`config.mk`:
```
export PLATFORM = sky130hd
export DESIGN_NAME = alu_ctrl_fsm
export DESIGN_NICKNAME = d
export VERILOG_FILES = /design/src/rtl/alu_ctrl_fsm.sv
export SDC_FILE = /design/constraint.sdc
export NUM_CORES = 1
export LEC_CHECK = 0
export BUFFER_PORTS_ARGS = -buffer_cell sky130_fd_sc_hd__buf_4
export CAP_MARGIN = 10
export CORE_UTILIZATION = 46
export CTS_CLUSTER_DIAMETER = 150
export DETAILED_ROUTE_END_ITERATION = 8
export GPL_TIMING_DRIVEN = 0
export PLACE_DENSITY = 0.85
export SLEW_MARGIN = 20
export SYNTH_ARGS = -nofsm -noshare
export SYNTH_HDL_FRONTEND = slang
export SYNTH_SLANG_ARGS = --single-unit
```
`constraint.sdc`:
```
create_clock -name clk -period 3.8 [get_ports clk]
set_clock_uncertainty 0.05 [all_clocks]
set_input_delay 0.76 -clock clk [delete_from_list [all_inputs] [get_ports clk]]
set_output_delay 0.76 -clock clk [all_outputs]
set_load 0.01 [all_outputs]
```
`src/rtl/alu_ctrl_fsm.sv`:
```
// alu_ctrl_fsm: multi-cycle RV32I-subset control FSM; ports clk, rst (async active-low), instr, alu_signbit, mem_ack in; ALU/mux selects, PC/IR/mem/regfile enables, sticky illegal out
module alu_ctrl_fsm (
  input  logic        clk,
  input  logic        rst,
  input  logic [31:0] instr,
  input  logic        alu_signbit,
  input  logic        mem_ack,
  output logic [3:0]  alu_sel,
  output logic [1:0]  alu_src_a,
  output logic [1:0]  alu_src_b,
  output logic [2:0]  imm_sel,
  output logic [1:0]  result_src,
  output logic        pc_src,
  output logic        pc_write,
  output logic        ir_write,
  output logic        mem_req,
  output logic        mem_we,
  output logic        reg_write,
  output logic        illegal
);
  localparam logic [3:0] ALU_AND = 4'd0, ALU_OR = 4'd1, ALU_SLT = 4'd2, ALU_ADD = 4'd3, ALU_SLL = 4'd4,
                         ALU_XOR = 4'd5, ALU_SUB = 4'd6, ALU_EQ = 4'd7, ALU_BLT = 4'd8;
  localparam logic [6:0] OP_R = 7'b0110011, OP_I = 7'b0010011, OP_LW = 7'b0000011, OP_SW = 7'b0100011,
                         OP_BR = 7'b1100011, OP_JAL = 7'b1101111, OP_LUI = 7'b0110111;
  typedef enum logic [3:0] {
    FETCH = 4'd0, DECODE, EXEC_R, EXEC_I, MEMADDR, MEM, BRANCH, JAL, LUI, WB_ALU, WB_MEM, TRAP
  } state_t;
  state_t state, next;
  logic illegal_q;
  logic [3:0] sel;
  logic [1:0] src_a, src_b, rsrc;
  logic [2:0] imm;
  logic pcs, pcw, irw, mreq, mwe, rw;
  logic [6:0] op;
  logic [2:0] f3;
  logic f3_ok, br_ok, is_sw;
  logic [3:0] op_sel;
  logic unused_bits;
  assign op = instr[6:0];
  assign f3 = instr[14:12];
  assign is_sw = op == OP_SW;
  assign f3_ok = f3 != 3'b011 && f3 != 3'b101;
  assign br_ok = !f3[1];
  assign op_sel = f3 == 3'b000 ? ALU_ADD : f3 == 3'b111 ? ALU_AND : f3 == 3'b110 ? ALU_OR :
                  f3 == 3'b100 ? ALU_XOR : f3 == 3'b001 ? ALU_SLL : ALU_SLT;
  assign unused_bits = ^{instr[31], instr[29:15], instr[11:7]};
  always_ff @(posedge clk or negedge rst)
    if (!rst) begin
      state <= FETCH;
      illegal_q <= 1'b0;
    end else begin
      state <= next;
      illegal_q <= illegal_q | (next == TRAP);
    end
  always_comb begin
    next = state;
    sel = ALU_ADD;
    src_a = 2'd0;
    src_b = 2'd0;
    imm = 3'd0;
    rsrc = 2'd0;
    pcs = 1'b0;
    pcw = 1'b0;
    irw = 1'b0;
    mreq = 1'b0;
    mwe = 1'b0;
    rw = 1'b0;
    case (state)
      FETCH: begin
        mreq = 1'b1;
        src_b = 2'd2;
        irw = mem_ack;
        pcw = mem_ack;
        next = mem_ack ? DECODE : FETCH;
      end
      DECODE: begin
        src_a = 2'd1;
        src_b = 2'd1;
        imm = op == OP_BR ? 3'd2 : op == OP_JAL ? 3'd3 : 3'd0;
        next = op == OP_R ? EXEC_R : op == OP_I ? EXEC_I : (op == OP_LW || is_sw) ? MEMADDR :
               op == OP_BR ? BRANCH : op == OP_JAL ? JAL : op == OP_LUI ? LUI : TRAP;
      end
      EXEC_R: begin
        src_a = 2'd2;
        sel = !f3_ok ? ALU_ADD : (f3 == 3'b000 && instr[30]) ? ALU_SUB : op_sel;
        next = f3_ok ? WB_ALU : TRAP;
      end
      EXEC_I: begin
        src_a = 2'd2;
        src_b = 2'd1;
        sel = f3_ok ? op_sel : ALU_ADD;
        next = f3_ok ? WB_ALU : TRAP;
      end
      MEMADDR: begin
        src_a = 2'd2;
        src_b = 2'd1;
        imm = is_sw ? 3'd1 : 3'd0;
        next = MEM;
      end
      MEM: begin
        mreq = 1'b1;
        mwe = is_sw;
        next = !mem_ack ? MEM : is_sw ? FETCH : WB_MEM;
      end
      BRANCH: begin
        src_a = 2'd2;
        pcs = 1'b1;
        sel = !br_ok ? ALU_ADD : f3[2] ? ALU_BLT : ALU_EQ;
        // funct3[0] inverts the compare: bne/bge take on a clear flag
        pcw = br_ok & (alu_signbit ^ f3[0]);
        next = br_ok ? FETCH : TRAP;
      end
      JAL: begin
        rw = 1'b1;
        rsrc = 2'd2;
        pcs = 1'b1;
        pcw = 1'b1;
        next = FETCH;
      end
      LUI: begin
        src_a = 2'd3;
        src_b = 2'd1;
        imm = 3'd4;
        next = WB_ALU;
      end
      WB_ALU: begin
        rw = 1'b1;
        next = FETCH;
      end
      WB_MEM: begin
        rw = 1'b1;
        rsrc = 2'd1;
        next = FETCH;
      end
      default: next = TRAP;
    endcase
  end
  // reset forces every output low without waiting for a clock edge
  assign alu_sel    = rst ? sel : 4'd0;
  assign alu_src_a  = rst ? src_a : 2'd0;
  assign alu_src_b  = rst ? src_b : 2'd0;
  assign imm_sel    = rst ? imm : 3'd0;
  assign result_src = rst ? rsrc : 2'd0;
  assign pc_src     = rst & pcs;
  assign pc_write   = rst & pcw;
  assign ir_write   = rst & irw;
  assign mem_req    = rst & mreq;
  assign mem_we     = rst & mwe;
  assign reg_write  = rst & rw;
  assign illegal    = rst & illegal_q;
endmodule

```
After elaboration in Yosys (flattened, before gate mapping)
Cells that the tools add are included.
Widths: inputs -> output; s select.
{"block": "totals", "regBits": 5, "out_inout_bits": 20, "elab_cells": 89, "input_bits": 36}
{"block": "op_classes", "reduce_logical": 12, "eq_ne": 24, "bitwise": 10, "n_mux": 41}
{"cell": "$mux 4", "count": 11}
{"cell": "$pmux 4 s8", "count": 1}
{"cell": "$mux 3", "count": 9}
{"cell": "$eq 7x6->1 const B", "count": 3}
{"cell": "$eq 4x3->1 const B", "count": 4}
{"cell": "$eq 4x4->1 const B", "count": 4}
{"cell": "$eq 7x7->1 const B", "count": 2}
{"cell": "$mux 2", "count": 7}
{"cell": "$pmux 4 s3", "count": 1}
{"cell": "$eq 3x3->1 const B", "count": 3}
{"cell": "$pmux 3 s3", "count": 1}
{"cell": "$and 1x1->1", "count": 8}
{"cell": "$eq 4x2->1 const B", "count": 2}
{"cell": "$pmux 2 s2", "count": 2}
{"cell": "$reduce_or 4->1", "count": 2}
{"cell": "$eq 7x2->1 const B", "count": 1}
{"cell": "$eq 7x5->1 const B", "count": 1}
{"cell": "$mux 1", "count": 7}
{"cell": "$pmux 2 s3", "count": 1}
{"cell": "$reduce_or 2->1", "count": 3}
{"cell": "$eq 4x1->1 const B", "count": 1}
{"cell": "$logic_not 4->1", "count": 1}
{"cell": "$eq 3x1->1 const B", "count": 1}
{"cell": "$logic_not 3->1", "count": 1}
{"cell": "9 further kinds", "count": 10}

Depth between registers and ports, before layout
Gate-level depths: netlist of run 1.
{"block": "logic_depth", "word_depth": 10, "mapped_depth": 7, "mapped_depth_nobuf": 5}

Worst setup path before layout of run 1
Ideal clock, no wire load.
{"block": "synth_timing", "kind": "in2out", "startpoint": "input instr[14]", "endpoint": "output alu_sel[2]", "path_buffers": 1, "path_stages": 5, "slack_ns": 1.289, "t_arrival_ns": 1.701, "path_cell_list": "buf_2 > nor2_1 > o21ai_0 > o21ai_1 > a2111oi_1"}
{"block": "synth_via", "elab_chain_cells": 10, "word_cells_on_any_way": 21, "classes_between": "eq/ne (6); mux (12); reduce/logical (3)"}
{"item": "start: declaration", "line_no": "5", "source": "input logic [31:0] instr,"}
{"item": "$eq 3x1->1", "line_no": "45", "source": "f3 == 3'b100 ? ALU_XOR : f3 == 3'b001 ? ALU_SLL : ALU_SLT;"}
{"item": "$mux 3 (2 in a row)", "line_no": "45"}
{"item": "$mux 3 (3 in a row)", "line_no": "44", "source": "assign op_sel = f3 == 3'b000 ? ALU_ADD : f3 == 3'b111 ? ALU_AND : f3 == 3'b110 ? ALU_OR :"}
{"item": "$mux 3 (2 in a row)", "line_no": "85", "source": "sel = !f3_ok ? ALU_ADD : (f3 == 3'b000 && instr[30]) ? ALU_SUB : op_sel;"}
{"item": "$pmux 4 s3 (*)", "line_no": "68", "source": "case (state)"}
{"item": "$mux 4 (*)", "line_no": "139", "source": "assign alu_sel = rst ? sel : 4'd0;"}
{"item": "end: declaration", "line_no": "8", "source": "output logic [3:0] alu_sel,"}
Every way passes the cells marked *; elsewhere a longest branch is shown, timed or not.

Worst setup path after layout of run 1
{"block": "layout_timing", "startpoint": "register state[1]", "endpoint": "output imm_sel[0]"}
{"block": "layout_via", "elab_chain_cells": 3, "word_cells_on_any_way": 5, "classes_between": "eq/ne (3); mux (2)"}
{"item": "start: declaration", "line_no": "28", "source": "state_t state, next;"}
{"item": "start signal: assignment", "line_no": "52", "source": "state <= next;"}
{"item": "$eq 4x4->1, or another cell as far along", "line_no": "68"}
{"item": "$pmux 3 s3 (*)", "line_no": "68"}
{"item": "$mux 3 (*)", "line_no": "142", "source": "assign imm_sel = rst ? imm : 3'd0;"}
{"item": "end: declaration", "line_no": "11", "source": "output logic [2:0] imm_sel,"}
Marks and branches as above.

==> results.yml, run 1 <==
clocking:
  cts_tree: "yes"
  cts_max_level: 1
  post_cts_resized: 0
  cts_hold_buf: 0
  cts_max_path_buffers: 2
  clock_sinks: 5
  clock-root-buffer: "clkbuf_4"
  clock_latency_ns: 0.24
  cts_buffers: 3
  path_clk_slew_ns: 0.04
  post_cts_buffers: 0
synthesis:
  syn-mean-instance-area_um2: 6.88
  ys_seq_area_frac: 0.136
  synth-main-ff-cell: "dfrtp_1"
  ys_warn_count: 0
  synth_nets: 170
  ys_seq_elements: 5
  syn_inst: 134
  syn_area_um2: 922
  yosys.cell_types.count: 49
  yosysTopAreaCell: "dfrtp_1"
  synth_top_cell_area_share: 0.136
  synthTopCellsByArea: "dfrtp_1 14%, nand2_1 6.5%, nor2_1 5.3%"
  synth_edf_count: 0
  async_flop_share: 1.00
global_routing:
  grt.overflow.total: 0
  grt_max_degree: 11
  grt_pass1_wl_um: 4000
  antenna_found_initial: 0
  grt_use_total: 0.248
  grt_pass1_vias: 972
layout:
  finish.instance_area_um2: 1220
  insertedDiodeCount: 0
  final_nets: 207
  areaGrowthSynthToFinish_pct: 32.3
  final_layout_size_suffix_gt1_frac: 0.318
  fillers: 159
  final_cell_count_no_fill: 195
pwr:
  p_total_mw: 0.161
  irDropWorstVdd_mv: 0.133
  comb_power_share: 0.295
  p_sw_mw: 0.0453
  swShare: 0.282
  power_per_cell_area_nw_per_um2: 132
  p_leak_nw: 0.579
  power.internal_mw: 0.115
  power_frac_seq: 0.333
  p_clk_frac: 0.372
drt:
  firstDrtPassIters: 4
  ant_nets: 0
  wirelength_um: 2630
  wl_per_cell_um: 13.5
  routed.top_layer: "met4"
  wl_met1_um: 1160
  first_iter_violations: 52
  dr_wl_met3_um: 183
  num_vias: 1117
  vias_per_cell: 5.73
  drc_errors: 0
  wl_met2_um: 1280
worst_setup_path:
  cp_max_fo: 5
  reg2reg_depth: 5
  crit_path_start_kind: "flop"
  crit_path_end_kind: "output port"
  critPathRequiredTime_ns: 2.99
  crit_chain: "nand2b_4 -> nor3_4 -> nand3_1 -> or3b_1 -> a21oi_1 -> buf_4"
  reg2reg_from: "state[1]$_DFF_PN0_"
  path_buf_inv: 1
  critical-path-top-delay-family: "simple AND/OR/NAND/NOR gates"
  slowest_delay_ns: 0.42
  critPathLaunch: "state[1]$_DFF_PN0_"
  cpMaxStageDelayCell: "dfrtp_1"
  worstReg2RegEnd: "illegal_q$_DFF_PN0_"
  r2r_slack_ns: 2.14
  worstSetupPathType: "reg2out"
  crit_arrival_ns: 1.88
run_status:
  outcome: "finished clean"
sta:
  relSlewSlack: 0.740
  setup_viol: 0
  timing.final.crit_share: 0.708
  setup_tns_ns: 0
  fmax_mhz: 372
  layout_min_cycle_time_ns: 2.69
  rsz0062_at_grt: "false"
  hold_viol_final: 0
  slew_viol_final: 0
  tightest_slew_ns: 0.384
die:
  dieArea_um2: 2190
  num_io_pins: 56
  design.core.area_um2: 1800
  die_y_um: 46.8
  start_util: 0.512
  dieWidth_um: 46.8
  rows: 15
placement:
  post-dp-hpwl_um: 2060
  place_inst: 191
  io_buffers: 32
  detailed_place.area_um2: 1190
  gp_congestion: 0.913
run:
  maxCapViolCount: 0
min_path:
  hold_path.class: "in2async"
-- worst max path at each step --
stage | to | slack, ns | cells past startpoint
2_1_floorplan | alu_sel[2] | 1.29 | 5
3_3_place_gp | imm_sel[0] | 1.18 | 6
3_5_place_dp | alu_sel[0] | 1.13 | 8
4_1_cts | imm_sel[0] | 1.11 | 6
5_1_grt | alu_sel[0] | 1.02 | 8
6_report | imm_sel[0] | 1.11 | 6
-- logic make-up (layout without fill, tap and decap cells) --
family | Yosys count | after routing | synth area share
compound gates | 40 | 40 | 0.300
buf+inv | 19 | 55 | 0.113
mux | 1 | 1 | 0.0122
simple gates | 64 | 64 | 0.392
xor+xnor | 5 | 5 | 0.0475
flops | 5 | 5 | 0.136
-- per-stage QoR --
| step | hold slack (ns) | util | setup slack [ns] |
|---|---|---|---|
| after floorplan | 0.381 | - | 1.29 |
| after global placement | 0.393 | 0.663 | 1.18 |
| after detailed placement | 0.402 | 0.663 | 1.13 |
| after CTS | 0.268 | 0.677 | 1.11 |
| after global routing | 0.272 | 0.677 | 1.02 |
| final | 0.279 | 0.677 | 1.11 |
-- worst register-to-register path, delay by kind of cell (launching register included) --
kind	cells	cell delay [ns]
AO/OA/AOI/OAI	2	0.53
flip-flops	1	0.42
AND/OR/NAND/NOR	3	0.55
-- registers in the layout, indices dropped and copies added, names as in the netlist --
signal / cells
illegal_q: 1
state: 4
-- power by group through the flow --
stage | clock, mW | combinational (mW) | sequential (mW)
2_1_floorplan | 0 | 0.0247 | 0.0542
3_3_place_gp | 0 | 0.0454 | 0.0542
3_5_place_dp | 0 | 0.0468 | 0.0542
4_1_cts | 0.0635 | 0.0470 | 0.0534
5_1_grt | 0.0647 | 0.0519 | 0.0534
6_report | 0.0598 | 0.0475 | 0.0535
-- routing by layer --
metal  track usage  vias to the layer above
li1              -                      553
met1         0.329                      507
met2         0.431                       55
met3       0.00385                        2
met4        0.0971                        0
met5             0                        -
-- layout make-up --
class | count | area, µm² | area share
Inverter | 9 | 33.8 | 0.0277
Buffer | 10 | 70.1 | 0.0574
Timing Repair Buffer | 32 | 240 | 0.197
Clock buffer | 4 | 26.3 | 0.0215
Multi-Input combinational cell | 110 | 693 | 0.568
Sequential cell | 5 | 125 | 0.103
Tap cell | 25 | 31.3 | 0.0256
-- placed cells by master (no fill, tap or decap), drive strengths merged, types with 2 or more instances in the layout --
cell type  count
nor2b          3
xor2           2
nor3           4
and4           2
a21o           2
inv            9
nand2         16
and3           7
clkbuf         6
dfrtp          5
o21ai         11
o22a           2
o22ai          3
nand2b         3
nor2          13
and2           5
nor4           2
a31oi          2
xnor2          3
a21oi          8
buf           40
nand3          4
-- Yosys cell counts, types with 2 or more instances --
cell and number:
nand2_1 16, nor2_1 13, inv_1 9, o21ai_0 9
a21oi_1 8, and3_1 6, and2_1 5, dfrtp_1 5
buf_2 4, nand3_1 4, buf_6 3, nor3_1 3
o22ai_1 3, xnor2_1 3, a31oi_1 2, and4_1 2
nand2b_1 2, nor2b_1 2, nor4_1 2, o21ai_1 2
o22a_1 2, xor2_1 2
(Power assumes the default switching activity.)
==> run 2, diff against run 1 <==
--- a/config.mk
+++ b/config.mk
@@ -5,13 +5,14 @@
 export SDC_FILE = /design/constraint.sdc
 export NUM_CORES = 1
 export LEC_CHECK = 0
+export ABC_AREA = 1
 export BUFFER_PORTS_ARGS = -buffer_cell sky130_fd_sc_hd__buf_4
 export CAP_MARGIN = 10
-export CORE_UTILIZATION = 46
+export CORE_UTILIZATION = 41
 export CTS_CLUSTER_DIAMETER = 150
 export DETAILED_ROUTE_END_ITERATION = 8
 export GPL_TIMING_DRIVEN = 0
-export PLACE_DENSITY = 0.85
+export PLACE_DENSITY = 0.8
 export SLEW_MARGIN = 20
 export SYNTH_ARGS = -nofsm -noshare
 export SYNTH_HDL_FRONTEND = slang
==> constraint.sdc (replaced) <==
create_clock -name clk -period 2.67 [get_ports clk]
set_clock_uncertainty 0.05 [all_clocks]
set_input_delay 0.534 -clock clk [delete_from_list [all_inputs] [get_ports clk]]
set_output_delay 0.534 -clock clk [all_outputs]
set_load 0.01 [all_outputs]
==> results.yml, run 2 <==
run_status:
  outcome: "finished clean"
pwr:
  irDropWorstVdd_mv: 0.192
  power_per_cell_area_nw_per_um2: 189
  p_total_mw: 0.211
  p_leak_nw: 0.576
die:
  dieWidth_um: 46.4
  rows: 15
  start_util: 0.453
  design.core.area_um2: 1780
  dieArea_um2: 2150
  num_io_pins: 56
  die_y_um: 46.4
layout:
  mostFrequentLayoutCells: "33 x buf_4, 26 x nand2_1, 24 x inv_1"
  post-route-util: 0.625
  top_register: "state"
  insertedDiodeCount: 0
  areaGrowthSynthToFinish_pct: 37.8
  largestRegisters: "state (4), illegal_q (1)"
  final_nets: 220
  largest_reg_flops: 4
  final_layout_size_suffix_gt1_frac: 0.361
  final_common_cell: "buf_4"
sta:
  setup_tns_ns: 0
  whs_ns: 0.0627
  rsz0062_at_grt: "false"
  slew_viol_final: 0
  relSlewSlack: 0.750
  timing.final.crit_share: 0.808
  hold_viol_final: 0
  fmax_mhz: 464
  setup_viol: 0
  layout_setup_ws_ns: 0.513
  layout_min_cycle_time_ns: 2.16
  tightest_slew_ns: 0.375
synthesis:
  synth_nets: 182
  synth_top_cell_area_share: 0.155
  async_flop_share: 1.00
  synth-main-ff-cell: "dfrtp_1"
  synthTopCellsByArea: "dfrtp_1 15%, nand2_1 12%, inv_1 11%"
  synth-compound-area-share: 0.149
  syn_inst: 146
  syn_area_um2: 808
  ys_seq_area_frac: 0.155
  ys_seq_elements: 5
  synth_edf_count: 0
  synth-xor-area-share: 0.0108
  syn-mean-instance-area_um2: 5.54
  synthAdderAreaFrac: 0
  yosysTopAreaCell: "dfrtp_1"
  synthSimpleGateAreaFrac: 0.522
  yosys-top-cells-count: "26 x nand2_1, 24 x inv_1, 23 x nor2_1"
  muxShareOfSynthArea: 0
  synth_top_family_by_area: "simple AND/OR/NAND/NOR gates"
  yosys.cell_types.count: 27
  yosysMostFrequentCell: "nand2_1"
  ys_warn_count: 0
drt:
  drc_errors: 0
  ant_nets: 0
  firstDrtPassIters: 4
  first_iter_violations: 11
  vias_per_cell: 4.99
  wirelength_um: 2080
  wl_per_cell_um: 10.0
  num_vias: 1038
min_path:
  hold_path.class: "in2async"
clocking:
  clock_latency_ns: 0.23
  post_cts_resized: 0
  post_cts_buffers: 0
  path_clk_slew_ns: 0.04
  clock-root-buffer: "clkbuf_4"
  cts_tree: "yes"
  cts_max_path_buffers: 2
  cts_hold_buf: 0
  cts_buffers: 3
  cts_max_level: 1
  clock_sinks: 5
global_routing:
  grt_max_degree: 11
  grt_pass1_vias: 899
  antenna_found_initial: 0
  grt_pass1_wl_um: 3350
  grt.overflow.total: 0
  grt_use_total: 0.209
run:
  maxCapViolCount: 0
worst_setup_path:
  crit_arrival_ns: 1.57
  worstSetupPathType: "reg2out"
  crit_path_end_kind: "output port"
  crit_path_start_kind: "flop"
  critPathRequiredTime_ns: 2.09
  cp_max_fo: 6
placement:
  gp_congestion: 0.826
  io_buffers: 33
  post-dp-hpwl_um: 1820
  place_ws_ns: 0.555
==> run 2: final cells by class <==
cell class	count	area (µm²)
buffer	2	8.76
multi-input combinational	106	551
sequential	5	125
timing repair buffer	33	248
inverter	33	124
fill	183	669
clock buffer	4	26.3
tap	25	31.3
==> run 2: layer usage <==
metal  share of wire  track usage
met3           0.030       0.0235
met1            0.42        0.222
met5               0            0
met2            0.55        0.436
met4               0       0.0176
==> run 2: where the power goes <==
group	internal (mW)	leakage [nW]	switching [mW]
clock network	0.0563	0.0150	0.0276
logic	0.0220	0.513	0.0287
registers	0.0761	0.0490	0
==> run 2: through the flow <==
step           instance area, µm²  cells
6_report                     1110    208
5_1_grt                      1110    208
4_1_cts                      1110    208
3_5_place_dp                 1090    204
3_3_place_gp                 1090    204
2_1_floorplan                 808    146
==> run 2: worst paths after layout <==
| check | cells past startpoint | slack (ns) | startpoint | end |
|---|---|---|---|---|
| hold reg to reg | 2 | 0.42 | illegal_q$_DFF_PN0_ | illegal_q$_DFF_PN0_ |
| hold / removal | 1 | 0.06 | rst | state[3]$_DFF_PN0_ |
| min in group clk | 2 | 0.42 | illegal_q$_DFF_PN0_ | illegal_q$_DFF_PN0_ |
| max in group asynchronous | 1 | 2.38 | rst | state[1]$_DFF_PN0_ |
| setup / recovery | 10 | 0.51 | state[1]$_DFF_PN0_ | alu_sel[0] |
| setup reg to reg | 8 | 1.27 | state[1]$_DFF_PN0_ | illegal_q$_DFF_PN0_ |
==> run 2: logic make-up (layout without fill, tap and decap cells) <==
family                 after synthesis  count (layout)
XOR/XNOR                             1               1
AO/OA/AOI/OAI                       19              19
buffers and inverters               35              72
flip-flops                           5               5
AND/OR/NAND/NOR                     86              86
==> run 2: critical path: stages, from the launching register on <==
cell and delay [ns]:
dfrtp_1 0.48, inv_2 0.09, nor2_2 0.15, nand2_2 0.10, nand2_1 0.11, o21ai_1 0.08
clkinv_1 0.05, nand4_1 0.07, nand2_1 0.07, inv_1 0.03, buf_4 0.13
==> run 3, diff against run 2 <==
--- a/config.mk
+++ b/config.mk
@@ -8,11 +8,11 @@
 export ABC_AREA = 1
 export BUFFER_PORTS_ARGS = -buffer_cell sky130_fd_sc_hd__buf_4
 export CAP_MARGIN = 10
-export CORE_UTILIZATION = 41
+export CORE_UTILIZATION = 37
 export CTS_CLUSTER_DIAMETER = 150
 export DETAILED_ROUTE_END_ITERATION = 8
 export GPL_TIMING_DRIVEN = 0
-export PLACE_DENSITY = 0.8
+export PLACE_DENSITY = 0.76
 export SLEW_MARGIN = 20
 export SYNTH_ARGS = -nofsm -noshare
 export SYNTH_HDL_FRONTEND = slang
==> constraint.sdc (replaced) <==
create_clock -name clk -period 1.85 [get_ports clk]
set_clock_uncertainty 0.05 [all_clocks]
set_input_delay 0.37 -clock clk [delete_from_list [all_inputs] [get_ports clk]]
set_output_delay 0.37 -clock clk [all_outputs]
set_load 0.01 [all_outputs]
==> results.yml, run 3 (synthesis results as in run 2) <==
layout:
  mostFrequentLayoutCells: "43 x buf_4, 22 x nand2_1, 21 x inv_1"
  areaGrowthSynthToFinish_pct: 64.6
  largest_reg_flops: 4
  final_common_cell: "buf_4"
  insertedDiodeCount: 0
  seq_area_um2: 130
  multi_input_area_um2: 671
  final_nets: 231
  fillers: 172
  final_layout_size_suffix_gt1_frac: 0.536
  top_register: "state"
  largestRegisters: "state (4), illegal_q (1)"
  finish.instance_area_um2: 1330
die:
  start_util: 0.404
  design.core.area_um2: 2000
  dieArea_um2: 2380
  rows: 16
  num_io_pins: 56
  die_y_um: 48.7
  dieWidth_um: 48.7
worst_setup_path:
  crit_path_end_kind: "output port"
  cpMaxStageDelayCell: "dfrtp_2"
  critPathRequiredTime_ns: 1.43
  path_common_cell: "inv_1"
  crit_path_start_kind: "flop"
  crit_chain: "nor2_4 -> inv_1 -> nor2_2 -> o21ai_1 -> o221ai_1 -> nand3_1 -> inv_1 -> buf_4"
  cp_max_fo: 5
  worstReg2RegEnd: "illegal_q$_DFF_PN0_"
  reg2reg_from: "state[1]$_DFF_PN0_"
  r2r_slack_ns: 0.30
  reg2reg_depth: 9
  worstSetupPathType: "reg2out"
  slowest_delay_ns: 0.42
  crit_arrival_ns: 1.55
placement:
  place_ws_ns: 0.0945
  detailed_place.area_um2: 1090
  gp_congestion: 0.870
  post-dp-hpwl_um: 1800
  io_buffers: 33
run_status:
  outcome: "complete, but fails checks"
  violations: "negative setup slack"
pwr:
  power_frac_seq: 0.346
  irDropWorstVdd_mv: 0.313
  p_leak_nw: 0.668
  comb_power_share: 0.258
  power.internal_mw: 0.225
  p_total_mw: 0.317
  swShare: 0.291
  p_clk_frac: 0.397
  p_sw_mw: 0.0924
  power_per_cell_area_nw_per_um2: 239
clocking:
  cts_max_level: 1
  cts_tree: "yes"
  cts_max_path_buffers: 2
  clock_sinks: 5
  path_clk_slew_ns: 0.05
  clock_latency_ns: 0.24
  cts_buffers: 3
  clock-root-buffer: "clkbuf_4"
global_routing:
  grt_max_degree: 11
  grt_pass1_wl_um: 3850
  grt.overflow.total: 0
  grt_pass1_vias: 985
  antenna_found_initial: 0
  grt_use_total: 0.198
min_path:
  hold_path_end: "illegal_q$_DFF_PN0_"
  worstHoldStart: "illegal_q$_DFF_PN0_"
  holdPathStages: 2
  hold_path.class: "reg2reg"
drt:
  wirelength_um: 2640
  num_vias: 1124
  wl_per_cell_um: 11.9
  drc_errors: 0
  ant_nets: 0
  firstDrtPassIters: 4
  first_iter_violations: 28
  vias_per_cell: 5.09
run:
  maxCapViolCount: 0
sta:
  hold_viol_final: 0
  timing.final.crit_share: 1.06
  rsz0062_at_grt: "true"
  setup_viol: 11
  layout_setup_ws_ns: -0.119
  tightest_slew_ns: 0.329
  fmax_mhz: 508
  relSlewSlack: 0.780
  layout_min_cycle_time_ns: 1.97
  slew_viol_final: 0
==> run 3: changes by cell type in the layout (fill, tap and decap cells not counted), moves of 3 or more <==
cell and delta:
inv_1 -3, dfrtp_2 +4, nand2_4 +3, nand3_1 -3, dfrtp_1 -4, inv_2 +3
nor2_1 -4, nand2_1 -4, buf_4 +10, nor2_4 +3
==> run 3: repair_timing <==
action                                 in CTS  in global routing
pin swaps                                   4                 11
buffers inserted                            4                  6
endpoints found under the hold margin       5                  0
setup endpoints to repair                   9                 12
hold buffers                                1                  0
resized for setup                          12                 26
==> run 3: area by class of cell <==
class                   instances  area share
repair buffers                 44       0.250
multi-input cells             106       0.504
plain buffers                   2     0.00753
flip-flops and latches          5      0.0978
clock buffers                   4      0.0198
inverters                      33      0.0950
well taps                      27      0.0254
==> run 3: how the worst max path moves through the flow <==
stage	startpoint	to	slack, ns	depth (start not counted)
floorplan	state[3]$_DFF_PN0_	imm_sel[1]	0.30	5
global placement	rst	alu_src_a[1]	0.12	5
detailed placement	instr[14]	alu_sel[2]	0.09	8
CTS	state[2]$_DFF_PN0_	alu_sel[0]	-0.07	9
global route	state[3]$_DFF_PN0_	alu_sel[2]	-0.25	8
finish	state[3]$_DFF_PN0_	alu_sel[2]	-0.12	8
==> run 3: critical path: cells and delay by family, from the launching register on <==
| kind | cells | cell delay (ns) |
|---|---|---|
| flops | 1 | 0.42 |
| compound gates | 2 | 0.16 |
| simple gates | 3 | 0.47 |
| buf+inv | 3 | 0.27 |
==> run 3: routing by layer <==
metal / global-route usage / up-vias / part of all wire
met2: 0.405 / 35 / 0.55
met1: 0.218 / 531 / 0.40
met5: 0 / - / 0
met4: 0.0294 / 0 / 0.0095
li1: - / 554 / -
met3: 0.0189 / 4 / 0.039
==> run 3: power by group through the flow <==
stage / logic [mW] / registers (mW) / clock network, mW
final: 0.0817 / 0.110 / 0.126
after global routing: 0.0914 / 0.110 / 0.140
after CTS: 0.0766 / 0.110 / 0.125
after detailed placement: 0.0733 / 0.111 / 0
after global placement: 0.0705 / 0.111 / 0
after floorplan: 0.0312 / 0.111 / 0
==> run 3: through the flow <==
stage / TNS [ns] / hold slack, ns / utilization / cells
after floorplan: 0 / 0.0244 / - / 146
after global placement: 0 / 0.144 / 0.544 / 206
after detailed placement: 0 / 0.146 / 0.544 / 206
after CTS: -0.306 / 0.422 / 0.596 / 215
after global routing: -1.83 / 0.437 / 0.664 / 221
final: -0.698 / 0.436 / 0.664 / 221
